==> src/rtl/frac_mult_controller.sv <==
// Sequencer that issues one RV32M multiply to fractionned_multiplier and returns the selected half.
// Optional last-operand result cache when MUL_OPERAND_CACHE_EN is defined.
module frac_mult_controller #(
    parameter int unsigned WIDTH          = 32,
    parameter int unsigned TIMEOUT_CYCLES = 64
) (
    input  logic             clock,
    input  logic             reset,
    input  logic             req_valid,
    output logic             req_ready,
    input  logic [1:0]       req_op,
    input  logic [WIDTH-1:0] req_a,
    input  logic [WIDTH-1:0] req_b,
    output logic             resp_valid,
    input  logic             resp_ready,
    output logic [WIDTH-1:0] resp_data,
    output logic             resp_error,
    output logic             busy,
    output logic [WIDTH-1:0] mult_input_a,
    output logic [WIDTH-1:0] mult_input_b,
    output logic             mult_signed_a,
    output logic             mult_signed_b,
    output logic             mult_enable,
    input  logic [WIDTH-1:0] mult_output_lower,
    input  logic [WIDTH-1:0] mult_output_higher,
    input  logic             mult_output_valid
);

    localparam int unsigned WD_W = $clog2(TIMEOUT_CYCLES + 1);
    localparam logic [1:0]  OP_MUL = 2'b00;

    typedef enum logic [1:0] {
        S_IDLE,
        S_ISSUE,
        S_WAIT,
        S_DONE
    } state_t;

    state_t            state_q, state_d;
    logic [1:0]        op_q, op_d;
    logic [WIDTH-1:0]  a_q, a_d, b_q, b_d;
    logic              sa_q, sa_d, sb_q, sb_d;
    logic              en_q, en_d;
    logic [WD_W-1:0]   wd_q, wd_d;
    logic [WD_W-1:0]   wd_inc;
    logic              resp_valid_q, resp_valid_d;
    logic [WIDTH-1:0]  resp_data_q, resp_data_d;
    logic              resp_error_q, resp_error_d;
    logic              req_ready_q, req_ready_d;
    logic              busy_q, busy_d;
    logic              req_sa, req_sb;

`ifdef MUL_OPERAND_CACHE_EN
    logic              c_valid_q, c_valid_d;
    logic [WIDTH-1:0]  c_a_q, c_a_d, c_b_q, c_b_d;
    logic              c_sa_q, c_sa_d, c_sb_q, c_sb_d;
    logic [WIDTH-1:0]  c_lo_q, c_lo_d, c_hi_q, c_hi_d;
    logic              c_hit;
`endif

    // MUL/MULH signed x signed, MULHSU signed x unsigned, MULHU unsigned x unsigned
    assign req_sa = (req_op != 2'b11);
    assign req_sb = ~req_op[1];
    assign wd_inc = wd_q + WD_W'(1);

`ifdef MUL_OPERAND_CACHE_EN
    // Low half of the product is signedness-independent, so MUL only needs operand equality
    assign c_hit = c_valid_q && (req_a == c_a_q) && (req_b == c_b_q) &&
                   ((req_op == OP_MUL) || ((req_sa == c_sa_q) && (req_sb == c_sb_q)));
`endif

    always_comb begin
        state_d      = state_q;
        op_d         = op_q;
        a_d          = a_q;
        b_d          = b_q;
        sa_d         = sa_q;
        sb_d         = sb_q;
        en_d         = en_q;
        wd_d         = wd_q;
        resp_valid_d = resp_valid_q;
        resp_data_d  = resp_data_q;
        resp_error_d = resp_error_q;
        req_ready_d  = req_ready_q;
        busy_d       = busy_q;
`ifdef MUL_OPERAND_CACHE_EN
        c_valid_d    = c_valid_q;
        c_a_d        = c_a_q;
        c_b_d        = c_b_q;
        c_sa_d       = c_sa_q;
        c_sb_d       = c_sb_q;
        c_lo_d       = c_lo_q;
        c_hi_d       = c_hi_q;
`endif
        case (state_q)
            S_IDLE: begin
                if (req_valid && req_ready_q) begin
                    op_d        = req_op;
                    a_d         = req_a;
                    b_d         = req_b;
                    sa_d        = req_sa;
                    sb_d        = req_sb;
                    req_ready_d = 1'b0;
                    busy_d      = 1'b1;
`ifdef MUL_OPERAND_CACHE_EN
                    if (c_hit) begin
                        state_d      = S_DONE;
                        resp_valid_d = 1'b1;
                        resp_error_d = 1'b0;
                        resp_data_d  = (req_op == OP_MUL) ? c_lo_q : c_hi_q;
                    end else begin
                        state_d = S_ISSUE;
                        en_d    = 1'b1;
                    end
`else
                    state_d = S_ISSUE;
                    en_d    = 1'b1;
`endif
                end
            end
            S_ISSUE: begin
                state_d = S_WAIT;
                wd_d    = '0;
            end
            S_WAIT: begin
                if (mult_output_valid) begin
                    state_d      = S_DONE;
                    en_d         = 1'b0;
                    resp_valid_d = 1'b1;
                    resp_error_d = 1'b0;
                    resp_data_d  = (op_q == OP_MUL) ? mult_output_lower : mult_output_higher;
`ifdef MUL_OPERAND_CACHE_EN
                    c_valid_d = 1'b1;
                    c_a_d     = a_q;
                    c_b_d     = b_q;
                    c_sa_d    = sa_q;
                    c_sb_d    = sb_q;
                    c_lo_d    = mult_output_lower;
                    c_hi_d    = mult_output_higher;
`endif
                end else if (wd_inc == WD_W'(TIMEOUT_CYCLES)) begin
                    state_d      = S_DONE;
                    en_d         = 1'b0;
                    wd_d         = wd_inc;
                    resp_valid_d = 1'b1;
                    resp_error_d = 1'b1;
                    resp_data_d  = '0;
`ifdef MUL_OPERAND_CACHE_EN
                    c_valid_d = 1'b0;
`endif
                end else begin
                    wd_d = wd_inc;
                end
            end
            S_DONE: begin
                if (resp_ready) begin
                    state_d      = S_IDLE;
                    resp_valid_d = 1'b0;
                    req_ready_d  = 1'b1;
                    busy_d       = 1'b0;
                end
            end
            default: state_d = S_IDLE;
        endcase
    end

    always_ff @(posedge clock or posedge reset) begin
        if (reset) begin
            state_q      <= S_IDLE;
            op_q         <= '0;
            a_q          <= '0;
            b_q          <= '0;
            sa_q         <= 1'b0;
            sb_q         <= 1'b0;
            en_q         <= 1'b0;
            wd_q         <= '0;
            resp_valid_q <= 1'b0;
            resp_data_q  <= '0;
            resp_error_q <= 1'b0;
            req_ready_q  <= 1'b1;
            busy_q       <= 1'b0;
`ifdef MUL_OPERAND_CACHE_EN
            c_valid_q    <= 1'b0;
            c_a_q        <= '0;
            c_b_q        <= '0;
            c_sa_q       <= 1'b0;
            c_sb_q       <= 1'b0;
            c_lo_q       <= '0;
            c_hi_q       <= '0;
`endif
        end else begin
            state_q      <= state_d;
            op_q         <= op_d;
            a_q          <= a_d;
            b_q          <= b_d;
            sa_q         <= sa_d;
            sb_q         <= sb_d;
            en_q         <= en_d;
            wd_q         <= wd_d;
            resp_valid_q <= resp_valid_d;
            resp_data_q  <= resp_data_d;
            resp_error_q <= resp_error_d;
            req_ready_q  <= req_ready_d;
            busy_q       <= busy_d;
`ifdef MUL_OPERAND_CACHE_EN
            c_valid_q    <= c_valid_d;
            c_a_q        <= c_a_d;
            c_b_q        <= c_b_d;
            c_sa_q       <= c_sa_d;
            c_sb_q       <= c_sb_d;
            c_lo_q       <= c_lo_d;
            c_hi_q       <= c_hi_d;
`endif
        end
    end

    assign req_ready     = req_ready_q;
    assign busy          = busy_q;
    assign resp_valid    = resp_valid_q;
    assign resp_data     = resp_data_q;
    assign resp_error    = resp_error_q;
    assign mult_input_a  = a_q;
    assign mult_input_b  = b_q;
    assign mult_signed_a = sa_q;
    assign mult_signed_b = sb_q;
    assign mult_enable   = en_q;

endmodule

==> config.mk <==
export PLATFORM = sky130hd
export DESIGN_NAME = frac_mult_controller
export DESIGN_NICKNAME = d
export VERILOG_FILES = /design/src/rtl/frac_mult_controller.sv
export SDC_FILE = /design/constraint.sdc
export NUM_CORES = 1
export LEC_CHECK = 0
export CORE_UTILIZATION = 26
export CTS_BUF_LIST = sky130_fd_sc_hd__clkbuf_8 sky130_fd_sc_hd__clkbuf_16
export DETAILED_ROUTE_END_ITERATION = 10
export HOLD_SLACK_MARGIN = 0.08
export REMOVE_ABC_BUFFERS = 1
export SLEW_MARGIN = 20
export SYNTH_ARGS = -nofsm -noshare
export SYNTH_HDL_FRONTEND = slang
export SYNTH_SLANG_ARGS = --single-unit
==> constraint.sdc <==
create_clock -name clock -period 3.2 [get_ports clock]
set_clock_uncertainty 0.05 [all_clocks]
set_input_delay 0.32 -clock clock [delete_from_list [all_inputs] [get_ports clock]]
set_output_delay 0.32 -clock clock [all_outputs]
set_load 0.05 [all_outputs]
=== After elaboration in Yosys (flattened, before gate mapping) ===
Cells that the tools add are included.

* Bits in registers: 114
* Latch bits: 0
* RAM bits: 0
* Memory bits (read-only): 0
* Bits of input ports: 135
* Output and inout bits: 103
* Word-level logic and storage cells: 62
* Memories: 0

* Add/sub/neg operators: 1
* Multipliers: 0
* Div/mod/pow operators: 0
* Magnitude comparators: 0
* Equality and inequality tests: 9
* Shifts and indexed selects: 0
* Multiplexer cells: 23
* Bitwise operators: 1
* Reductions and logical operators: 15

{| class="wikitable"
|+ Operators with widths
! kind !! number
|-
| $mux 32 || 3
|-
| $pmux 7 s2 || 1
|-
| $reduce_and 3->1 || 4
|-
| $reduce_bool 2->1 || 5
|-
| $mux 1 || 9
|-
| $mux 2 || 4
|-
| $ne 2x2->1 const B || 4
|-
| $pmux 1 s2 || 4
|-
| $pmux 2 s4 || 1
|-
| $add 7x1->7 const B || 1
|-
| $eq 7x7->1 const B || 1
|-
| $mux 7 || 1
|-
| $reduce_and 2->1 || 3
|-
| $eq 2x2->1 const B || 2
|-
| $logic_not 2->1 || 2
|-
| $ne 3x3->1 const B || 1
|-
| $eq 2x1->1 const B || 1
|-
| $logic_and 1x1->1 || 1
|-
| $not 1->1 || 1
|}

=== Logic depth before layout (Yosys ltp) ===
* Word-level depth: 5
* Gate-level depth with buffers: 7
* Depth with buffers taken out: 6

=== Worst setup path before layout ===
No wires, ideal clock.

* Path type: reg2reg
* Start: register req_ready_q, in the netlist req_ready
* End: register state_q[1]
* Arrival time: 1.692 ns
* Path slack: 1.334 ns
* Cell stages (with the launch flop): 5
* Buffers on the path: 0
* Cell sequence: dfstp_2 nand2_1 a21oi_1 nor3b_2 mux2_2

* Cells in the longest elaborated chain, start to end: 3

{| class="wikitable"
|+ RTL lines
! element !! line !! text
|-
| start: declaration || 49 || <nowiki>logic req_ready_q, req_ready_d;</nowiki>
|-
| start signal: assignment || 203 || <nowiki>req_ready_q <= req_ready_d;</nowiki>
|-
| $logic_and 1x1->1 || 97 || <nowiki>if (req_valid && req_ready_q) begin</nowiki>
|-
| $ne 2x2->1 (no line) || -- ||
|-
| $reduce_and 3->1 (no line) || -- ||
|-
| end signal: assignment || 192 || <nowiki>state_q <= state_d;</nowiki>
|-
| end: declaration || 39 || <nowiki>state_t state_q, state_d;</nowiki>
|}

Every way passes these cells.
A chain may end at the register's enable or synchronous reset.

=== Final worst setup path ===
* Start: register req_ready_q, in the netlist req_ready
* End: output req_ready

{| class="wikitable"
|+ RTL lines
! element !! line !! text
|-
| end: declaration || 10 || <nowiki>output logic req_ready,</nowiki>
|}

No word-level cell between the ends.

==> results.sh <==
export IMPL_synth_area_leader_cell="dfrtp_1"
export IMPL_grt_pass1_vias=4274
export IMPL_use_met2_pct=23.2
export IMPL_synth_area_sq_um=5140
export IMPL_grt_busiest_layer="met2"
export IMPL_synth_common_cells="dfrtp_1, mux2_2, inv_1"
export IMPL_hp_class="input port to asynchronous set/reset pin"
export IMPL_cp_cell_sequence="clkdlybuf4s50_1"
export IMPL_synthArstFlopShare_pct=100
export IMPL_required_ns=2.83
export IMPL_cts_tree="done"
export IMPL_powerDensity_nw_per_um2=1210
export IMPL_ys_seq_area_share_pct=55.5
export IMPL_synth_edf_count=0
export IMPL_crit_slowest_cell="clkdlybuf4s50_1"
export IMPL_grt_setup_unrepaired="no"
export IMPL_synth_avg_cell_area_sq_um=12.4
export IMPL_setup_tns_ns=0
export IMPL_ys_top_cells_by_area="dfrtp_1, mux2_2, mux2i_1, a2bb2oi_1, o21ai_0"
export IMPL_cts_inserted_buffers=17
export IMPL_ctsResizeCount=0
export IMPL_grt_util_met1_pct=16.2
export IMPL_ant_nets=0
export IMPL_routedWlPerCell_um=14.8
export IMPL_post_synth_top_count_cell="dfrtp_1"
export IMPL_worstSetupStartpointType="flip-flop"
export IMPL_row_count=51
export IMPL_grt_overflow_total=0
export IMPL_vdd_drop_max_uv=422
export IMPL_slowest_delay_ns=0.83
export IMPL_synthToLayoutAreaGrowth_pct=65.6
export IMPL_maxCapViolCount=0
export IMPL_core_area_sq_um=19400
export IMPL_grt_max_degree=56
export IMPL_clock_latency_ns=0.41
export IMPL_min_period_ns=2.20
export IMPL_final_core_util_pct=43.9
export IMPL_gp_congestion=0.793
export IMPL_relSlewSlack_pct=53.8
export IMPL_nets=797
export IMPL_tightest_slew_ns=0.691
export IMPL_synthSimpleGateAreaFrac_pct=3.72
export IMPL_die_x_um=143
export IMPL_dieHeight_um=143
export IMPL_cts_max_level=4
export IMPL_cts_buffer_depth=2
export IMPL_cts_sinks=114
export IMPL_yosysTopAreaCellShare_pct=55.0
export IMPL_initial_core_util_pct=26.5
export IMPL_vias=4169
export IMPL_root_buffer="clkbuf_16"
export IMPL_holdBufCountCts=0
export IMPL_power_w=0.0103
export IMPL_status="finished, final reports clean"
export IMPL_yosys_area_share_adder_pct=1.46
export IMPL_leakage_nw=3.65
export IMPL_crit_buf_inv=1
export IMPL_ys_ff_latch=114
export IMPL_drive_above_1_share_pct=17.5
export IMPL_fmax_ghz=0.454
export IMPL_num_io_pins=238
export IMPL_period_share_pct=68.9
export IMPL_hpwl_um=10000
export IMPL_antenna_found_initial=0
export IMPL_netlist_instances=414
export IMPL_synth_mux_area_share_pct=21.1
export IMPL_met3_usage_pct=4.90
export IMPL_via_per_inst=4.47
export IMPL_crit_type="flip-flop to primary output"
export IMPL_synth_xor_xnor_area_share_pct=0.170
export IMPL_cts_setup_buffers=0
export IMPL_ys_flop_type="dfrtp_1"
export IMPL_clk_pin_slew_worst_paths_ns=0.06
export IMPL_grt_pass1_wl_um=21800
export IMPL_n_antenna_cell=0
export IMPL_path_delay_family="buffers and inverters"
export IMPL_drt_iter0_markers=114
export IMPL_grt_usage_pct=14.0
export IMPL_synth_warnings=0
export IMPL_dieArea_sq_um=20300
export IMPL_route_detailed_drc=0
export IMPL_end_kind="primary output"
export IMPL_path_max_fanout=5
export IMPL_synth_top_family_by_area="multiplexers"
export IMPL_synthDistinctLibCells=45
export IMPL_dr_pass1_iters=4
export IMPL_finalSetupViolCount=0
export IMPL_port_buffers=237
export IMPL_final_hold_viol_count=0
export IMPL_synth_compound_area_share_pct=13.6
export IMPL_wirelength_um=13800
export IMPL_arrival_ns=1.83
export IMPL_drv_slew=0
## power by group
group | total [W] | switching [W] | leakage [nW] | internal [W]
registers | 0.00258 | 0.000450 | 1.34 | 0.00213
clock network | 0.00208 | 0.000649 | 0.319 | 0.00143
logic | 0.00559 | 0.00343 | 2.00 | 0.00217
## cells by family (layout without fill, tap and decap cells)
kind of cell	count (synthesis)	count (layout)
buffers and inverters	59	313
DFF	114	114
and+or+nand+nor	35	35
AOI/OAI and AO/OA	99	99
adders and majority gates	6	6
muxes	100	100
xor gates and xnor gates	1	1
## worst paths after layout
| path | from | endpoint | slack [ns] | depth (start not counted) |
|---|---|---|---|---|
| setup / recovery | req_ready | req_ready | 1.0 | 1 |
| hold / removal | reset | mult_input_a[5] | 0.23 | 2 |
| setup reg to reg | state_q[0] | wd_q[4] | 1.02 | 6 |
| hold reg to reg | mult_signed_b | mult_signed_b | 0.43 | 2 |
| max in group asynchronous | reset | resp_data[1] | 2.16 | 3 |
| min in group clock | mult_signed_b | mult_signed_b | 0.43 | 2 |
## cell usage in the layout (no fill, tap or decap), types with 6 or more instances in the layout
| master | netlist | layout |
|---|---|---|
| clkdlybuf4s50_1 | 0 | 237 |
| dfrtp_1 | 113 | 113 |
| mux2_2 | 67 | 67 |
| inv_1 | 37 | 37 |
| o21ai_0 | 36 | 36 |
| mux2i_1 | 33 | 33 |
| a2bb2oi_1 | 33 | 33 |
| clkbuf_16 | 0 | 17 |
| nand2_1 | 11 | 11 |
| a21oi_1 | 8 | 8 |
| ha_1 | 6 | 6 |
| buf_4 | 0 | 6 |
## final cells by class
type,count,area [sq um]
clock buffer,20,467
clock inverter,11,184
fill,1818,10900
inverter,37,141
multi-input combinational,241,2080
sequential,114,2850
tap,265,332
timing repair buffer,245,2460
## stage by stage
step           setup WS [ns]  std cells  cell area, sq um  hold slack, ns
2_1_floorplan         -0.184        392              5050           0.366
3_3_place_gp            1.10        902              7860           0.411
3_5_place_dp            1.03        902              7860           0.425
4_1_cts                0.961        933              8510           0.233
5_1_grt                0.824        933              8510           0.266
6_report               0.996        933              8510           0.230
## routing by layer
| metal | part of all wire (%) | wire (um) |
|---|---|---|
| met5 | 0 | 0 |
| met4 | 2.1 | 295 |
| met3 | 8.7 | 1210 |
| met2 | 47 | 6530 |
| met1 | 42 | 5800 |
## flip-flops by register name (all words and copies together) (netlist names)
signal and count:
op_q 2, busy 1, mult_enable 1, resp_error 1, wd_q 7, mult_signed_a 1
resp_data 32, mult_input_b 32, req_ready 1, mult_signed_b 1, mult_input_a 32, resp_valid 1
state_q 2
Power figures use the tool's default switching activity.
